===== src/rtl/bus_bridge_pkg.sv =====
// rtl/bus_bridge_pkg.sv - shared types and constants for the bus bridge UART frame codec
//
// Purpose: flag-bit position, RX/TX frame FSM state encodings and the request
// entry layout shared by the codec and its request FIFO.
// Optional feature macro: BUS_BRIDGE_UART_CHECKSUM_EN adds the RX_CSUM/TX_CSUM states.
// Ports: none (package).

package bus_bridge_pkg;

    // Position of the direction bit inside request and response flags bytes.
    localparam int BB_FLAG_WRITE_BIT = 0;

    // Widest address/data the codec supports.
    localparam int BB_MAX_ADDR_W = 32;
    localparam int BB_MAX_DATA_W = 32;

`ifdef BUS_BRIDGE_UART_CHECKSUM_EN
    typedef enum logic [2:0] {
        RX_IDLE,
        RX_ADDR,
        RX_DATA,
        RX_FLAGS,
        RX_CSUM
    } rx_state_e;

    typedef enum logic [1:0] {
        TX_IDLE,
        TX_DATA,
        TX_FLAGS,
        TX_CSUM
    } tx_state_e;
`else
    typedef enum logic [1:0] {
        RX_IDLE,
        RX_ADDR,
        RX_DATA,
        RX_FLAGS
    } rx_state_e;

    typedef enum logic [1:0] {
        TX_IDLE,
        TX_DATA,
        TX_FLAGS
    } tx_state_e;
`endif

    // Request entry at the widest configuration. Packages cannot take
    // parameters, so the codec declares a same-shaped struct narrowed to its
    // own ADDR_W/DATA_W; fields keep this order (addr, wdata, is_write).
    typedef struct packed {
        logic [BB_MAX_ADDR_W-1:0] addr;
        logic [BB_MAX_DATA_W-1:0] wdata;
        logic                     is_write;
    } bb_req_t;

    // Width of one request entry for a given address/data width.
    function automatic int bb_req_width(input int addr_w, input int data_w);
        return addr_w + data_w + 1;
    endfunction

endpackage


===== src/rtl/bus_bridge_req_fifo.sv =====
// rtl/bus_bridge_req_fifo.sv - synchronous first-word-fall-through request FIFO
//
// Purpose: holds assembled requests until the bridge accepts them.
// Ports:
//   clk, rst           clock, synchronous active-high reset
//   push, push_data    write an entry (ignored when full unless popping the same cycle)
//   pop                remove the head entry (ignored when empty)
//   head_data          current head entry, valid while !empty
//   full, empty        occupancy flags
//   level              number of occupied entries

module bus_bridge_req_fifo #(
    parameter int WIDTH = 8,
    parameter int DEPTH = 4
) (
    input  logic                     clk,
    input  logic                     rst,
    input  logic                     push,
    input  logic [WIDTH-1:0]         push_data,
    input  logic                     pop,
    output logic [WIDTH-1:0]         head_data,
    output logic                     full,
    output logic                     empty,
    output logic [$clog2(DEPTH):0]   level
);

    localparam int PW = $clog2(DEPTH);
    localparam logic [PW:0] FULL_LVL = (PW + 1)'(DEPTH);

    logic [WIDTH-1:0] mem_q [DEPTH];
    logic [WIDTH-1:0] mem_d [DEPTH];
    logic [PW-1:0]    wr_ptr_q, wr_ptr_d;
    logic [PW-1:0]    rd_ptr_q, rd_ptr_d;
    logic [PW:0]      level_q, level_d;
    logic             do_push, do_pop;

    always_comb begin
        do_pop  = pop && (level_q != '0);
        // A full FIFO still accepts a push when the head leaves the same cycle.
        do_push = push && ((level_q != FULL_LVL) || do_pop);

        mem_d    = mem_q;
        wr_ptr_d = wr_ptr_q;
        rd_ptr_d = rd_ptr_q;
        level_d  = level_q;

        if (do_push) begin
            mem_d[wr_ptr_q] = push_data;
            wr_ptr_d        = wr_ptr_q + 1'b1;
        end
        if (do_pop) begin
            rd_ptr_d = rd_ptr_q + 1'b1;
        end
        case ({do_push, do_pop})
            2'b10:   level_d = level_q + 1'b1;
            2'b01:   level_d = level_q - 1'b1;
            default: level_d = level_q;
        endcase
    end

    always_ff @(posedge clk) begin
        if (rst) begin
            wr_ptr_q <= '0;
            rd_ptr_q <= '0;
            level_q  <= '0;
        end else begin
            wr_ptr_q <= wr_ptr_d;
            rd_ptr_q <= rd_ptr_d;
            level_q  <= level_d;
        end
    end

    // Storage needs no reset: entries are only visible through level_q.
    always_ff @(posedge clk) begin
        mem_q <= mem_d;
    end

    assign head_data = mem_q[rd_ptr_q];
    assign full      = (level_q == FULL_LVL);
    assign empty     = (level_q == '0);
    assign level     = level_q;

endmodule


===== src/rtl/bus_bridge_uart_frame_codec.sv =====
// rtl/bus_bridge_uart_frame_codec.sv - UART byte stream to bus bridge request/response codec
//
// Purpose: assembles request frames (addr LSB-first, wdata LSB-first, flags)
// from received bytes into a request FIFO, and serialises responses
// (rdata LSB-first, flags) into transmit bytes.
// Optional feature macro: BUS_BRIDGE_UART_CHECKSUM_EN appends an XOR checksum
// byte to every frame in both directions.
// Ports:
//   clk, rst                             clock, synchronous active-high reset
//   rx_data, rx_valid                    received byte strobe
//   tx_data, tx_valid, tx_ready          transmit byte handshake
//   req_valid, req_ready, req_addr,
//   req_wdata, req_is_write              request FIFO head towards the bridge
//   resp_valid, resp_ready, resp_rdata,
//   resp_is_write                        response from the bridge
//   fifo_level                           occupied request entries
//   drop_count                           saturating count of discarded frames

module bus_bridge_uart_frame_codec
    import bus_bridge_pkg::*;
#(
    parameter int ADDR_W      = 16,
    parameter int DATA_W      = 8,
    parameter int REQ_DEPTH   = 4,
    parameter int GAP_TIMEOUT = 1024
) (
    input  logic                         clk,
    input  logic                         rst,
    input  logic [7:0]                   rx_data,
    input  logic                         rx_valid,
    output logic [7:0]                   tx_data,
    output logic                         tx_valid,
    input  logic                         tx_ready,
    output logic                         req_valid,
    input  logic                         req_ready,
    output logic [ADDR_W-1:0]            req_addr,
    output logic [DATA_W-1:0]            req_wdata,
    output logic                         req_is_write,
    input  logic                         resp_valid,
    output logic                         resp_ready,
    input  logic [DATA_W-1:0]            resp_rdata,
    input  logic                         resp_is_write,
    output logic [$clog2(REQ_DEPTH):0]   fifo_level,
    output logic [7:0]                   drop_count
);

    localparam int AB    = ADDR_W / 8;
    localparam int DB    = DATA_W / 8;
    localparam int PAY_W = ADDR_W + DATA_W;
    localparam int GAP_W = $clog2(GAP_TIMEOUT) + 1;
    localparam logic [GAP_W-1:0] GAP_LAST = GAP_W'(GAP_TIMEOUT - 1);
    localparam logic [1:0] AB_LAST = 2'(AB - 1);
    localparam logic [1:0] DB_LAST = 2'(DB - 1);

    typedef struct packed {
        logic [ADDR_W-1:0] addr;
        logic [DATA_W-1:0] wdata;
        logic              is_write;
    } req_t;

    // ---------------- RX side ----------------
    rx_state_e        rx_state_q, rx_state_d, rx_cur;
    logic [1:0]       rx_idx_q, rx_idx_d;
    logic [PAY_W-1:0] asm_q, asm_d;
    logic [GAP_W-1:0] gap_q, gap_d;
    logic [7:0]       drop_q, drop_d;
`ifdef BUS_BRIDGE_UART_CHECKSUM_EN
    logic [7:0]       rx_csum_q, rx_csum_d;
    logic             rx_flag_q, rx_flag_d;
`endif
    logic             gap_timeout, frame_done, frame_is_write, csum_bad;
    logic             drop_full, drop_ev;
    logic             fifo_push, fifo_pop, fifo_full, fifo_empty;
    req_t             push_entry, head_entry;

    always_comb begin
        rx_state_d     = rx_state_q;
        rx_idx_d       = rx_idx_q;
        asm_d          = asm_q;
        frame_done     = 1'b0;
        csum_bad       = 1'b0;
`ifdef BUS_BRIDGE_UART_CHECKSUM_EN
        rx_csum_d      = rx_csum_q;
        rx_flag_d      = rx_flag_q;
        frame_is_write = rx_flag_q;
`else
        frame_is_write = rx_data[BB_FLAG_WRITE_BIT];
`endif

        // The timeout abandons the partial frame; a byte arriving the same
        // cycle is handled as if the FSM were already idle.
        gap_timeout = (rx_state_q != RX_IDLE) && (gap_q == GAP_LAST);
        rx_cur      = gap_timeout ? RX_IDLE : rx_state_q;
        if (gap_timeout) begin
            rx_state_d = RX_IDLE;
        end

        if (rx_valid) begin
            case (rx_cur)
                RX_IDLE: begin
                    asm_d = {rx_data, asm_q[PAY_W-1:8]};
`ifdef BUS_BRIDGE_UART_CHECKSUM_EN
                    rx_csum_d = rx_data;
`endif
                    if (AB == 1) begin
                        rx_state_d = RX_DATA;
                        rx_idx_d   = 2'd0;
                    end else begin
                        rx_state_d = RX_ADDR;
                        rx_idx_d   = 2'd1;
                    end
                end
                RX_ADDR: begin
                    asm_d = {rx_data, asm_q[PAY_W-1:8]};
`ifdef BUS_BRIDGE_UART_CHECKSUM_EN
                    rx_csum_d = rx_csum_q ^ rx_data;
`endif
                    if (rx_idx_q == AB_LAST) begin
                        rx_state_d = RX_DATA;
                        rx_idx_d   = 2'd0;
                    end else begin
                        rx_idx_d = rx_idx_q + 2'd1;
                    end
                end
                RX_DATA: begin
                    asm_d = {rx_data, asm_q[PAY_W-1:8]};
`ifdef BUS_BRIDGE_UART_CHECKSUM_EN
                    rx_csum_d = rx_csum_q ^ rx_data;
`endif
                    if (rx_idx_q == DB_LAST) begin
                        rx_state_d = RX_FLAGS;
                        rx_idx_d   = 2'd0;
                    end else begin
                        rx_idx_d = rx_idx_q + 2'd1;
                    end
                end
                RX_FLAGS: begin
`ifdef BUS_BRIDGE_UART_CHECKSUM_EN
                    rx_flag_d  = rx_data[BB_FLAG_WRITE_BIT];
                    rx_csum_d  = rx_csum_q ^ rx_data;
                    rx_state_d = RX_CSUM;
`else
                    frame_done = 1'b1;
                    rx_state_d = RX_IDLE;
`endif
                end
`ifdef BUS_BRIDGE_UART_CHECKSUM_EN
                RX_CSUM: begin
                    rx_state_d = RX_IDLE;
                    if ((rx_csum_q ^ rx_data) == 8'h00) begin
                        frame_done = 1'b1;
                    end else begin
                        csum_bad = 1'b1;
                    end
                end
`endif
                default: rx_state_d = RX_IDLE;
            endcase
        end

        if (rx_valid || (rx_state_q == RX_IDLE) || gap_timeout) begin
            gap_d = '0;
        end else begin
            gap_d = gap_q + 1'b1;
        end

        fifo_pop  = req_valid && req_ready;
        drop_full = frame_done && fifo_full && !fifo_pop;
        fifo_push = frame_done && !drop_full;

        // Simultaneous drop causes collapse into a single increment.
        drop_ev = gap_timeout || drop_full || csum_bad;
        if (drop_ev && (drop_q != 8'hFF)) begin
            drop_d = drop_q + 8'd1;
        end else begin
            drop_d = drop_q;
        end

        push_entry.addr     = asm_q[ADDR_W-1:0];
        push_entry.wdata    = asm_q[PAY_W-1:ADDR_W];
        push_entry.is_write = frame_is_write;
    end

    bus_bridge_req_fifo #(
        .WIDTH (bb_req_width(ADDR_W, DATA_W)),
        .DEPTH (REQ_DEPTH)
    ) u_req_fifo (
        .clk       (clk),
        .rst       (rst),
        .push      (fifo_push),
        .push_data (push_entry),
        .pop       (fifo_pop),
        .head_data (head_entry),
        .full      (fifo_full),
        .empty     (fifo_empty),
        .level     (fifo_level)
    );

    assign req_valid    = !fifo_empty;
    assign req_addr     = head_entry.addr;
    assign req_wdata    = head_entry.wdata;
    assign req_is_write = head_entry.is_write;
    assign drop_count   = drop_q;

    // ---------------- TX side ----------------
    tx_state_e         tx_state_q, tx_state_d;
    logic [1:0]        tx_idx_q, tx_idx_d;
    logic [DATA_W-1:0] tx_shift_q, tx_shift_d;
    logic              tx_is_write_q, tx_is_write_d;
    logic [7:0]        tx_data_q, tx_data_d;
    logic              tx_valid_q, tx_valid_d;
    logic [7:0]        tx_csum_q, tx_csum_d;
    logic [DATA_W-1:0] tx_next;
    logic [7:0]        tx_flags;

    always_comb begin
        tx_state_d    = tx_state_q;
        tx_idx_d      = tx_idx_q;
        tx_shift_d    = tx_shift_q;
        tx_is_write_d = tx_is_write_q;
        tx_data_d     = tx_data_q;
        tx_valid_d    = tx_valid_q;
        tx_csum_d     = tx_csum_q;
        tx_next       = tx_shift_q >> 8;
        tx_flags      = {7'b0, tx_is_write_q};

        // tx_csum_q tracks the XOR of every byte loaded into tx_data so far.
        case (tx_state_q)
            TX_IDLE: begin
                if (resp_valid) begin
                    tx_shift_d    = resp_rdata;
                    tx_is_write_d = resp_is_write;
                    tx_data_d     = resp_rdata[7:0];
                    tx_csum_d     = resp_rdata[7:0];
                    tx_valid_d    = 1'b1;
                    tx_idx_d      = 2'd0;
                    tx_state_d    = TX_DATA;
                end
            end
            TX_DATA: begin
                if (tx_ready) begin
                    if (tx_idx_q == DB_LAST) begin
                        tx_data_d  = tx_flags;
                        tx_csum_d  = tx_csum_q ^ tx_flags;
                        tx_state_d = TX_FLAGS;
                    end else begin
                        tx_shift_d = tx_next;
                        tx_data_d  = tx_next[7:0];
                        tx_csum_d  = tx_csum_q ^ tx_next[7:0];
                        tx_idx_d   = tx_idx_q + 2'd1;
                    end
                end
            end
            TX_FLAGS: begin
                if (tx_ready) begin
`ifdef BUS_BRIDGE_UART_CHECKSUM_EN
                    tx_data_d  = tx_csum_q;
                    tx_state_d = TX_CSUM;
`else
                    tx_data_d  = 8'h00;
                    tx_valid_d = 1'b0;
                    tx_state_d = TX_IDLE;
`endif
                end
            end
`ifdef BUS_BRIDGE_UART_CHECKSUM_EN
            TX_CSUM: begin
                if (tx_ready) begin
                    tx_data_d  = 8'h00;
                    tx_valid_d = 1'b0;
                    tx_state_d = TX_IDLE;
                end
            end
`endif
            default: begin
                tx_valid_d = 1'b0;
                tx_state_d = TX_IDLE;
            end
        endcase
    end

    assign tx_data    = tx_data_q;
    assign tx_valid   = tx_valid_q;
    assign resp_ready = (tx_state_q == TX_IDLE);

    always_ff @(posedge clk) begin
        if (rst) begin
            rx_state_q    <= RX_IDLE;
            rx_idx_q      <= '0;
            asm_q         <= '0;
            gap_q         <= '0;
            drop_q        <= '0;
`ifdef BUS_BRIDGE_UART_CHECKSUM_EN
            rx_csum_q     <= '0;
            rx_flag_q     <= 1'b0;
`endif
            tx_state_q    <= TX_IDLE;
            tx_idx_q      <= '0;
            tx_shift_q    <= '0;
            tx_is_write_q <= 1'b0;
            tx_data_q     <= '0;
            tx_valid_q    <= 1'b0;
            tx_csum_q     <= '0;
        end else begin
            rx_state_q    <= rx_state_d;
            rx_idx_q      <= rx_idx_d;
            asm_q         <= asm_d;
            gap_q         <= gap_d;
            drop_q        <= drop_d;
`ifdef BUS_BRIDGE_UART_CHECKSUM_EN
            rx_csum_q     <= rx_csum_d;
            rx_flag_q     <= rx_flag_d;
`endif
            tx_state_q    <= tx_state_d;
            tx_idx_q      <= tx_idx_d;
            tx_shift_q    <= tx_shift_d;
            tx_is_write_q <= tx_is_write_d;
            tx_data_q     <= tx_data_d;
            tx_valid_q    <= tx_valid_d;
            tx_csum_q     <= tx_csum_d;
        end
    end

endmodule


===== config.mk =====
export PLATFORM = sky130hd
export DESIGN_NAME = bus_bridge_uart_frame_codec
export DESIGN_NICKNAME = d
export VERILOG_FILES = /design/src/rtl/bus_bridge_pkg.sv /design/src/rtl/bus_bridge_req_fifo.sv /design/src/rtl/bus_bridge_uart_frame_codec.sv
export SDC_FILE = /design/constraint.sdc
export NUM_CORES = 1
export LEC_CHECK = 0
export BUFFER_PORTS_ARGS = -buffer_cell sky130_fd_sc_hd__buf_2
export CORE_MARGIN = 8
export CORE_UTILIZATION = 35
export DETAILED_ROUTE_END_ITERATION = 10
export PLACE_DENSITY = 0.54
export SYNTH_ARGS = -nofsm -noshare
export SYNTH_HDL_FRONTEND = slang
export SYNTH_HIERARCHICAL = 1
export SYNTH_SLANG_ARGS = --single-unit

===== constraint.sdc =====
create_clock -name clk -period 3.1 [get_ports clk]
set_input_delay 0.465 -clock clk [delete_from_list [all_inputs] [get_ports clk]]
set_output_delay 0.465 -clock clk [all_outputs]
set_load 0.01 [all_outputs]

==> flow_summary.toml <==
[status]
status = "completed"

[sta]
max_slew_margin_pct = 38.2
setup_ws_ps = 212
max_freq_mhz = 346
drv_slew = 0
min_period_ps = 2890
tightestPinTransition_ps = 926
finClkSkew_ps = 10.9
finalSetupViolations = 0
min_period_over_period_pct = 93.2
tns_ps = 0
hold_violations = 0

[route]
finalWirelength_mm = 14.0
routedWlPerCell_um = 16.1
drc = 0
vias = 4228
vias_per_cell = 4.86
first_iter_violations = 153
ant_nets = 0
first_pass_iters = 5

[layout]
area_growth_pct = 17.9
final_common_cell = "edfxtp_1"
nets = 631
fillers = 1854
fin_area_sq_um = 8160
antennaDiodeCount = 0
finish.utilization_pct = 41.9
drive_gt1_share_pct = 21.7
layoutNonFillerInstCount = 870
final_cell_mix = "edfxtp_1 (100), buf_2 (69), dfxtp_1 (66)"

[cts]
cts_buffers = 17
cts_tree = "built"
clock_sinks = 168
cts_max_level = 4
cts_hold_buf = 0
post_cts_buffers = 0
worstSkewPairLatency_ps = 430
clockBufferDepth = 2
clk_pin_slew_ps = 70
post_cts_resize_count = 0
cts_root_buf = "clkbuf_16"

[synth]
yosysSeqAreaShare_pct = 63.0
synth_warnings = 6
synthArstFlopShare_pct = 0
synth_nets = 556
synthFlopType = "edfxtp_1"
syn_area_sq_um = 6920
synth-edff-count = 100
syn_area_per_cell_sq_um = 13.4
netlist_instances = 517
synth_seq_cells = 168
synth.distinct_cells = 54

[floorplan]
coreArea_sq_um = 19500
io_pins = 70
die-area_sq_um = 24500
fp.dieH_um = 157
initial_core_util_pct = 35.6
rows = 51
die_w_um = 157

[place]
hpwl_mm = 8.96
port_buffers = 69
finalWeightedCongestion = 0.767
post-place-ws_ps = 146
placedCellCount = 838
place_area_sq_um = 7550

[global_route]
grt_pass1_wl_mm = 22.7
grt_pass1_vias = 4369
grt.total_usage_pct = 11.9
grt_max_degree = 52
grt_overflow_total = 0
antenna_found_initial = 1

[power]
ir_drop_mv = 0.377
p_leak_nw = 2.94
powerDensity_nw_per_um2 = 627

[critical_path]
crit_arrival_ps = 3230
end_kind = "flip-flop"
cp_max_fo = 7
start_kind = "flip-flop"
required_ps = 3440
critPathKind = "flip-flop to flip-flop"

[worst_hold_path]
hold_class = "primary input to flip-flop"

[job]
cap_violations = 0
-- final timing paths --
| path | start | to | slack (ps) | depth (start not counted) |
|---|---|---|---|---|
| setup reg to reg | gap_q[0] | u_req_fifo/level[2] | 210 | 13 |
| setup / recovery | gap_q[0] | u_req_fifo/level[2] | 210 | 13 |
| hold reg to reg | tx_data[2] | tx_data[2] | 450 | 2 |
| hold / removal | rx_data[0] | u_req_fifo/mem_q[0] | 270 | 1 |
-- metrics by stage --
stage	total power [mW]	hold slack, ps
CTS	5.17	254
floorplan	2.90	426
global placement	3.06	441
detailed placement	3.08	446
finish	5.12	270
global route	5.34	263
-- where the power goes --
part           switching (mW)  internal [mW]  total (mW)
combinational           0.318          0.221       0.538
sequential             0.0561           2.43        2.49
clock                   0.945           1.15        2.09
-- cell type report --
cell class	instances	area, sq um	area share (%)
tap	265	332	4.06
clock inverter	14	160	1.96
timing repair buffer	80	428	5.24
inverter	23	86.3	1.06
clock buffer	18	429	5.26
sequential	168	4370	53.5
multi-input combinational	302	2360	28.9
-- per-layer routing --
metal  vias to the layer above  global-route usage [%]  routed length, um
li1                       2061                       -                  -
met1                      2078                    14.3               6290
met2                        71                    20.0               6940
met3                        16                    3.36                649
met4                         2                    4.12                147
met5                         -                       0                 15
-- Yosys cell counts, drive strengths merged, types with 2 or more instances --
library cell | number | area (sq um)
buf | 15 | 103
nor4 | 2 | 12.5
and3 | 6 | 37.5
or3 | 3 | 18.8
and2 | 5 | 31.3
a221oi | 2 | 17.5
nand2 | 64 | 240
nor2b | 8 | 50.1
or4 | 2 | 15.0
mux2i | 2 | 20.0
o21bai | 2 | 15.0
inv | 23 | 86.3
a21boi | 3 | 26.3
clkbuf | 9 | 33.8
nand2b | 12 | 75.1
mux2 | 8 | 90.1
o21ai | 8 | 40.0
edfxtp | 100 | 3000
dfxtp | 68 | 1360
a21oi | 49 | 249
xor2 | 9 | 78.8
o211ai | 2 | 15.0
nand3b | 9 | 67.6
mux4 | 25 | 642
nand4 | 7 | 43.8
a211oi | 3 | 32.5
xnor2 | 2 | 17.5
ha | 15 | 188
nand3 | 9 | 45.0
o31ai | 2 | 15.0
nor2 | 27 | 101
and4 | 3 | 26.3
a21o | 2 | 15.0
-- worst max-delay path: stages, from the launching register on --
cell      delay (ps)
dfxtp_2          370
ha_4             150
nand4_1          140
nor4_2           330
inv_1             90
and3_1           180
a21boi_2         200
inv_1             90
ha_1             190
inv_1             60
fa_1             380
xor2_1           160
or3_1            320
a21oi_1          150
-- sequential cells by signal, summed over array words and instances (netlist names), 2 cells and up --
name,cells
tx_state_q,2
tx_idx_q,2
gap_q,11
u_req_fifo/rd_ptr_q,2
asm_q,24
drop_count,8
rx_state_q,2
tx_data,8
rx_idx_q,2
u_req_fifo/wr_ptr_q,2
u_req_fifo/level,3
u_req_fifo/mem_q,100
-- cell families after synthesis --
logic type               synth area share [%]
adder cells (fa/ha/maj)                  3.00
AND/OR/NAND/NOR                          11.5
AO/OA/AOI/OAI                            6.98
buffers and inverters                    3.22
XOR/XNOR                                 1.39
multiplexers                             10.9
flip-flops                               63.0
No activity file was read; power rests on OpenSTA's default activity.
